==> config.mk <==
export PLATFORM = sky130hd
export DESIGN_NAME = register_file_param_flat
export DESIGN_NICKNAME = d
export VERILOG_FILES = /design/src/rtl/register_file_param_if.sv /design/src/rtl/register_file_param.sv /design/src/flat_wrapper.sv
export SDC_FILE = /design/constraint.sdc
export NUM_CORES = 1
export LEC_CHECK = 0
export BUFFER_PORTS_ARGS = -buffer_cell sky130_fd_sc_hd__buf_2
export CELL_PAD_IN_SITES_DETAIL_PLACEMENT = 0
export CELL_PAD_IN_SITES_GLOBAL_PLACEMENT = 2
export CORE_MARGIN = 10
export CORE_UTILIZATION = 51
export DETAILED_ROUTE_END_ITERATION = 6
export PLACE_DENSITY_LB_ADDON = 0.1
export SLEW_MARGIN = 5
export SYNTH_ARGS = -nofsm -noshare
export SYNTH_HDL_FRONTEND = slang
export SYNTH_SLANG_ARGS = --single-unit
==> constraint.sdc <==
create_clock -name clk -period 7.8 [get_ports clk]
set_input_delay 0.78 -clock clk [delete_from_list [all_inputs] [get_ports clk]]
set_output_delay 0.78 -clock clk [all_outputs]
set_load 0.05 [all_outputs]
==> src/rtl/register_file_param_if.sv <==
// Register file port bundle: two registered read channels, one write channel, ready flag.
// The register file drives ready and both read-data buses; the pipeline drives everything else.
interface register_file_param_if #(
  parameter int unsigned DATA_W = 32,
  parameter int unsigned ADDR_W = 5
);

  logic              ready;

  logic              r_1_en;
  logic [ADDR_W-1:0] addr_r_1;
  logic [DATA_W-1:0] r_data_1;

  logic              r_2_en;
  logic [ADDR_W-1:0] addr_r_2;
  logic [DATA_W-1:0] r_data_2;

  logic              w_en;
  logic [ADDR_W-1:0] addr_w;
  logic [DATA_W-1:0] w_data;

  // Pipeline side (decode + writeback)
  modport master (
    input  ready,
    output r_1_en, addr_r_1,
    input  r_data_1,
    output r_2_en, addr_r_2,
    input  r_data_2,
    output w_en, addr_w, w_data
  );

  // Register file side
  modport slave (
    output ready,
    input  r_1_en, addr_r_1,
    output r_data_1,
    input  r_2_en, addr_r_2,
    output r_data_2,
    input  w_en, addr_w, w_data
  );

endinterface

==> src/rtl/register_file_param.sv <==
// Parametrised 2R1W register file with post-reset clear sweep and optional hardwired-zero reg 0.
// Define REGFILE_BYPASS_EN to forward same-edge write data to a matching read.
module register_file_param #(
  parameter int unsigned DATA_W   = 32,
  parameter int unsigned ADDR_W   = 5,
  parameter int unsigned ZERO_REG = 1
) (
  input  logic                 clk,
  input  logic                 rst_n,
  register_file_param_if.slave bus
);

  localparam int unsigned     DEPTH    = 1 << ADDR_W;
  localparam int unsigned     CNT_W    = ADDR_W + 1;
  localparam logic [CNT_W-1:0] LAST    = CNT_W'(DEPTH - 1);
  localparam bit              HAS_ZERO = (ZERO_REG != 0);

  typedef enum logic {
    INIT = 1'b0,
    RUN  = 1'b1
  } state_t;

  state_t            state;
  logic [CNT_W-1:0]  cnt;
  logic [DATA_W-1:0] mem [DEPTH];

  logic              w_fire_c;
  logic              mem_we_c;
  logic [ADDR_W-1:0] mem_addr_c;
  logic [DATA_W-1:0] mem_wdata_c;
  logic [DATA_W-1:0] rd_1_c;
  logic [DATA_W-1:0] rd_2_c;

  // A write lands unless it targets the hardwired-zero register
  always_comb begin
    w_fire_c = bus.w_en;
    if (HAS_ZERO && (bus.addr_w == '0)) w_fire_c = 1'b0;
  end

  // Read data selection: array value, optional forwarding, then zero-register override
  always_comb begin
    rd_1_c = mem[bus.addr_r_1];
    rd_2_c = mem[bus.addr_r_2];
`ifdef REGFILE_BYPASS_EN
    if (w_fire_c && (bus.addr_w == bus.addr_r_1)) rd_1_c = bus.w_data;
    if (w_fire_c && (bus.addr_w == bus.addr_r_2)) rd_2_c = bus.w_data;
`endif
    if (HAS_ZERO && (bus.addr_r_1 == '0)) rd_1_c = '0;
    if (HAS_ZERO && (bus.addr_r_2 == '0)) rd_2_c = '0;
  end

  // Single array write port shared by the clear sweep and the pipeline writeback
  always_comb begin
    mem_we_c    = 1'b0;
    mem_addr_c  = cnt[ADDR_W-1:0];
    mem_wdata_c = '0;
    if (rst_n) begin
      if (state == INIT) begin
        mem_we_c = 1'b1;
      end else if (w_fire_c) begin
        mem_we_c    = 1'b1;
        mem_addr_c  = bus.addr_w;
        mem_wdata_c = bus.w_data;
      end
    end
  end

  // Storage is never reset directly; the sweep zeroes it instead
  always_ff @(posedge clk) begin
    if (mem_we_c) mem[mem_addr_c] <= mem_wdata_c;
  end

  // Control FSM with registered ready and read-data outputs
  always_ff @(posedge clk) begin
    if (!rst_n) begin
      state        <= INIT;
      cnt          <= '0;
      bus.ready    <= 1'b0;
      bus.r_data_1 <= '0;
      bus.r_data_2 <= '0;
    end else begin
      case (state)
        INIT: begin
          cnt <= cnt + CNT_W'(1);
          if (cnt == LAST) begin
            state     <= RUN;
            bus.ready <= 1'b1;
          end
        end
        RUN: begin
          if (bus.r_1_en) bus.r_data_1 <= rd_1_c;
          if (bus.r_2_en) bus.r_data_2 <= rd_2_c;
        end
        default: begin
          state     <= INIT;
          cnt       <= '0;
          bus.ready <= 1'b0;
        end
      endcase
    end
  end

endmodule

==> src/flat_wrapper.sv <==
// flat-port wrapper written by rule: the top's interface ports become plain ports
module register_file_param_flat 
#(
  parameter int unsigned DATA_W   = 32,
  parameter int unsigned ADDR_W   = 5,
  parameter int unsigned ZERO_REG = 1
)
  (clk, rst_n, bus_ready, bus_r_1_en, bus_addr_r_1, bus_r_data_1, bus_r_2_en, bus_addr_r_2, bus_r_data_2, bus_w_en, bus_addr_w, bus_w_data);
  register_file_param_if #(.DATA_W(DATA_W), .ADDR_W(ADDR_W)) bus_i ();
  input  logic clk;
  input  logic rst_n;
  output wire logic [$bits(bus_i.ready)-1:0] bus_ready;
  input wire logic [$bits(bus_i.r_1_en)-1:0] bus_r_1_en;
  input wire logic [$bits(bus_i.addr_r_1)-1:0] bus_addr_r_1;
  output wire logic [$bits(bus_i.r_data_1)-1:0] bus_r_data_1;
  input wire logic [$bits(bus_i.r_2_en)-1:0] bus_r_2_en;
  input wire logic [$bits(bus_i.addr_r_2)-1:0] bus_addr_r_2;
  output wire logic [$bits(bus_i.r_data_2)-1:0] bus_r_data_2;
  input wire logic [$bits(bus_i.w_en)-1:0] bus_w_en;
  input wire logic [$bits(bus_i.addr_w)-1:0] bus_addr_w;
  input wire logic [$bits(bus_i.w_data)-1:0] bus_w_data;
  assign bus_ready = bus_i.ready;
  assign bus_i.r_1_en = bus_r_1_en;
  assign bus_i.addr_r_1 = bus_addr_r_1;
  assign bus_r_data_1 = bus_i.r_data_1;
  assign bus_i.r_2_en = bus_r_2_en;
  assign bus_i.addr_r_2 = bus_addr_r_2;
  assign bus_r_data_2 = bus_i.r_data_2;
  assign bus_i.w_en = bus_w_en;
  assign bus_i.addr_w = bus_addr_w;
  assign bus_i.w_data = bus_w_data;
  register_file_param #(.DATA_W(DATA_W), .ADDR_W(ADDR_W), .ZERO_REG(ZERO_REG)) u_core (.clk(clk), .rst_n(rst_n), .bus(bus_i));
endmodule
After elaboration in Yosys (flattened, before gate mapping)
Memories as Yosys holds them, arrays and structs flattened.
Index checks and enable logic that the tools add are counted.
{ "op_classes": {"add_sub_neg": 1, "reduce_logical": 6, "n_eq_ne": 1, "n_bitwise": 1, "n_mux": 16} }
{ "ops": {"columns": ["operator", "n"], "rows": [
  ["32-bit 2-to-1 mux", 5],
  ["5-bit logical NOT", 3],
  ["5-bit 2-to-1 mux", 3],
  ["1-bit 2-to-1 mux", 8],
  ["6-bit by 1-bit adder with 6-bit output (second input constant)", 1],
  ["6-bit by 5-bit equality test with 1-bit output (second input constant)", 1],
  ["2-bit AND reduction", 3],
  ["1-bit NOT", 1]
]} }
{ "word_totals": {"n_memories": 1, "elab_cells": 31, "ff_bits": 72, "in_bits": 52, "ramBits": 1024, "output_inout_bits": 65} }
{ "memory_table": {"columns": ["name", "words", "word_bits", "rd", "rd_ports_with_merged_regs", "write_ports", "line", "text"], "rows": [
  ["u_core.mem", 32, 32, 2, 0, 1, "register_file_param.sv:25", "logic [DATA_W-1:0] mem [DEPTH];"]
]} }

Logic depth before layout (Yosys ltp)
{ "logic_depth": {"depth_word": 7, "depth_mapped": 9, "ltp_nobuf": 5} }

Least setup slack after synthesis
Ideal clock, no wire load.
{ "synth_path": {"path_kind": "in2reg", "startpoint": "in rst_n", "endpoint": "mem u_core.mem[1][0] (enable)", "path_slack_ns": 3.061, "arrival_time_ns": 4.278, "stages": 6, "t_required_ns": 7.339, "setup_time_ns": 0.461, "path_cell_list": "buf_2 nand2_1 a211oi_2 mux2i_1 nand2_1 nor3_1"} }
{ "synth_via": {"elab_chain_len": 3} }
{ "synth_rtl": {"columns": ["element", "line", "text"], "rows": [
  ["start, declared", "flat_wrapper.sv:11", "input logic rst_n;"],
  ["1-bit 2-to-1 mux", "register_file_param.sv:57", "if (rst_n) begin"],
  ["1-bit 2-to-1 mux", "register_file_param.sv:70", "if (mem_we_c) mem[mem_addr_c] <= mem_wdata_c;"],
  ["1-bit 2-to-1 mux (not written as such)", "register_file_param.sv:70", null],
  ["end, declared", "register_file_param.sv:25", null]
]} }
Parallel ways exist; a longest one is shown, timed or not.

Worst setup path after layout
{ "layout_path": {"startpoint": "reg u_core.state", "endpoint": "mem u_core.mem[20][3] (enable)"} }
{ "layout_via": {"elab_chain_len": 4} }
{ "layout_rtl": {"columns": ["element", "line", "text"], "rows": [
  ["start, declared", "register_file_param.sv:23", "state_t state;"],
  ["start signal, assigned", "register_file_param.sv:76", "state <= INIT;"],
  ["start signal, assigned", "register_file_param.sv:86", "state <= RUN;"],
  ["start signal, assigned", "register_file_param.sv:95", "state <= INIT;"],
  ["1-bit 2-to-1 mux", "register_file_param.sv:58", "if (state == INIT) begin"],
  ["1-bit 2-to-1 mux", "register_file_param.sv:57", null],
  ["1-bit 2-to-1 mux", "register_file_param.sv:70", null],
  ["1-bit 2-to-1 mux (not written as such)", "register_file_param.sv:70", null]
]} }
Parallel ways exist; a longest one is shown, timed or not.

==> results_dict.tcl <==
set metrics [dict create \
    place.gp.congestion 0.9167 \
    yosysTopAreaCell "edfxtp_1" \
    slew_headroom_pct -0.3177 \
    hold_viol 0 \
    grt_max_degree 122 \
    drt_iter0_drc 4023 \
    avgRoutedWirePerCell_um 37.25 \
    swShare_pct 21.98 \
    synthesis.area_sq_mm 0.05144 \
    syn_inst 3169 \
    die_area_sq_mm 0.1140 \
    r2r_slack_ns 3.11 \
    critPathKind "reg -> reg" \
    placement.io_buffers 116 \
    pwr-share-clk_pct 43.1 \
    yosysTopAreaCellShare_pct 59.78 \
    clock_latency_ns 0.70 \
    post_cts_buffers 0 \
    fmax_mhz 213.2 \
    cp_max_fo 28 \
    multi_input_area_sq_mm 0.01833 \
    synthTopCellsByArea "edfxtp_1 (60%), mux4_2 (13%), mux2i_1 (8.3%), dfxtp_1 (2.8%), mux2_2 (2.0%)" \
    min-delay-start "rst_n" \
    pwr-share-seq_pct 50.9 \
    fin_util_pct 57.22 \
    fin_crit_sh_pct 60.13 \
    drtPass1Iterations 7 \
    cts_max_path_buffers 3 \
    p_leak_nw 20.62 \
    dr_total_vias 32600 \
    start_kind "flip-flop" \
    cts_buffers 115 \
    grt_setup_unrepaired "no" \
    finalSetupTns_ns 0 \
    antenna_found_initial 4 \
    htree_levels 3 \
    core_sq_mm 0.1001 \
    synth-async-reset-ratio_pct 0 \
    hold_depth 2 \
    grt_pass1_vias 32730 \
    ys.flop_type "edfxtp_1" \
    synth_nets 3222 \
    cts_tree "yes" \
    clkTransAtPathRegs_ns 0.06 \
    syn_avg_cell_area_sq_um 16.23 \
    worstPathArrival_ns 5.02 \
    wl_mm 172.4 \
    fp.dieH_um 337.6 \
    gr-total-overflow 0 \
    p_per_area_mw_per_mm2 219.4 \
    cp-end-kind "flip-flop" \
    die_w_um 337.6 \
    ctsResizeCount 0 \
    skew_ns 0.01636 \
    io_pins 117 \
    reg2reg_depth 6 \
    drc 7 \
    power.switching_w 0.002764 \
    holdBufCountCts 0 \
    track_usage_pct 29.84 \
    register_area_sq_mm 0.03219 \
    cap_violations 1 \
    drive_gt1_share_pct 24.78 \
    area_delta_synth_final_pct 11.39 \
    synth_cell_types 56 \
    ys_seq_area_share_pct 62.58 \
    clock_sinks 1096 \
    timing.rr.start "u_core.state" \
    rows 116 \
    initial_utilization_pct 51.36 \
    min_period_ns 4.690 \
    avgViaCountPerCell 7.044 \
    finalSetupViolCount 0 \
    ys_ff_latch 1096 \
    yosysWarnings 0 \
    min_path_type "in -> reg" \
    status "complete, but fails checks" \
    dpl.hpwl_mm 99.95 \
    violations "DRC, capacitance limit, slew limit" \
    grt_pass1_wl_mm 240.8 \
    ant_nets 0 \
    worstPathRequired_ns 8.13 \
    comb_power_share_pct 6.0 \
    drv_slew 1 \
    synth_edf_count 1024 \
    fin_nets 3284 \
    tightestPinTransition_ns 1.467 \
    min_to "u_core.bus.ready" \
    regToRegEndpoint "u_core.mem[20][3]" \
    ir_drop_mv 0.1839 \
    num-fill-cells 7688 \
    p_int_w 0.009808 \
    cts_root_buf "clkbuf_16" \
]
==> worst max-delay path, stage by stage, from the launching register on <==
cell	delay, ns
dfxtp_1	0.65
nand2_1	0.25
a211oi_4	0.86
buf_4	0.55
a41oi_1	0.54
nor2_4	0.81
buf_4	0.59
==> worst max path at each step <==
stage | endpoint | slack [ns] | startpoint | cells past startpoint
after global placement | u_core.mem[17][9] | 3.12 | rst_n | 8
after CTS | u_core.mem[20][2] | 3.22 | u_core.state | 6
after global routing | u_core.mem[20][4] | 3.02 | u_core.state | 6
after floorplan | u_core.mem[1][0] | 3.06 | rst_n | 6
final | u_core.mem[20][3] | 3.11 | u_core.state | 6
after detailed placement | u_core.mem[20][6] | 2.95 | rst_n | 7
==> final cells by class <==
class	instances	area share [%]
Sequential cell	1096	56.18
Multi-Input combinational cell	1809	31.99
Clock buffer	173	5.900
Tap cell	1298	2.834
Timing Repair Buffer	203	2.426
Clock inverter	42	0.6202
Inverter	6	0.03931
Antenna cell	1	0.004367
==> power groups by stage <==
stage	Combinational, W	Sequential [W]	Clock [W]
after CTS	0.000749	0.00639	0.00548
after global routing	0.000783	0.00639	0.00571
after detailed placement	0.000747	0.00652	0
final	0.000755	0.00639	0.00542
after floorplan	0.000487	0.00651	0
after global placement	0.000743	0.00651	0
==> state kept, by name, indices dropped and copies added (netlist names) <==
signal and cells:
u_core.bus.r_data_1 32, u_core.cnt 6, u_core.mem 1024, u_core.state 1
u_core.bus.ready 1, u_core.bus.r_data_2 32
==> cell usage in the layout (no fill, tap or decap), types with 11 or more instances in the layout <==
master,n
edfxtp_1,1024
mux2i_1,428
mux4_2,288
nand2_1,164
o22ai_1,120
clkbuf_16,120
buf_2,107
mux2_2,91
buf_4,83
a211oi_1,81
o21ai_0,72
dfxtp_1,72
nor2_1,60
a21oi_1,43
nor2b_1,38
and2_1,36
clkbuf_1,34
nand3_1,33
a21o_1,33
a2111oi_0,32
a221o_1,32
o2bb2ai_1,31
a41o_1,31
or4_1,29
nor2_4,28
nor3_1,26
a21boi_0,25
clkinv_2,22
clkbuf_8,20
a2111oi_2,17
clkinv_1,11
==> routing by layer <==
layer / up-vias / global-route usage [%] / wire [um]
met4: 6 / 12.48 / 7826
met2: 1915 / 46.42 / 79970
met5: - / 0 / 40
met1: 17150 / 40.78 / 69070
li1: 13170 / - / -
met3: 356 / 6.154 / 15460
==> cell usage after synthesis (7+ instances only) <==
master	number
a221o_1	32
a21o_1	33
buf_1	16
and2_1	38
a41o_1	31
mux2i_1	428
nor2_1	88
nand2b_1	7
a2111oi_2	16
a2111oi_0	33
o221ai_1	8
nor2b_1	39
o21ai_0	72
buf_4	16
a221oi_1	8
a21oi_1	43
mux4_2	288
buf_2	88
nand2_1	170
a211oi_1	81
nor3_1	32
nand3_1	33
buf_6	7
or4_1	29
o2bb2ai_1	31
dfxtp_1	72
o22ai_1	120
mux2_2	91
edfxtp_1	1024
clkbuf_1	130
a21boi_0	25
==> cells by family (layout without fill, tap and decap cells) <==
kind of cell,count (synthesis),count (layout),synth area share [%]
adders and majority gates,1,1,0.02432
muxes,807,807,22.93
and+or+nand+nor,452,452,4.179
buffers and inverters,264,424,2.362
xor gates and xnor gates,3,3,0.05109
other,0,1,0
DFF,1096,1096,62.58
AOI/OAI and AO/OA,546,546,7.874
==> metrics by stage <==
| step | area (sq um) | power [W] | hold WS [ns] | std cells | setup slack [ns] |
|---|---|---|---|---|---|
| 2_1_floorplan | 51440 | 0.006996 | 0.4780 | 3169 | 3.061 |
| 3_3_place_gp | 53510 | 0.007255 | 0.4604 | 4410 | 3.123 |
| 3_5_place_dp | 53510 | 0.007262 | 0.4767 | 4410 | 2.954 |
| 4_1_cts | 57250 | 0.01262 | 0.3721 | 4625 | 3.218 |
| 5_1_grt | 57300 | 0.01288 | 0.3903 | 4627 | 3.018 |
| 6_report | 57300 | 0.01257 | 0.4043 | 4628 | 3.110 |
(Power assumes the default switching activity.)
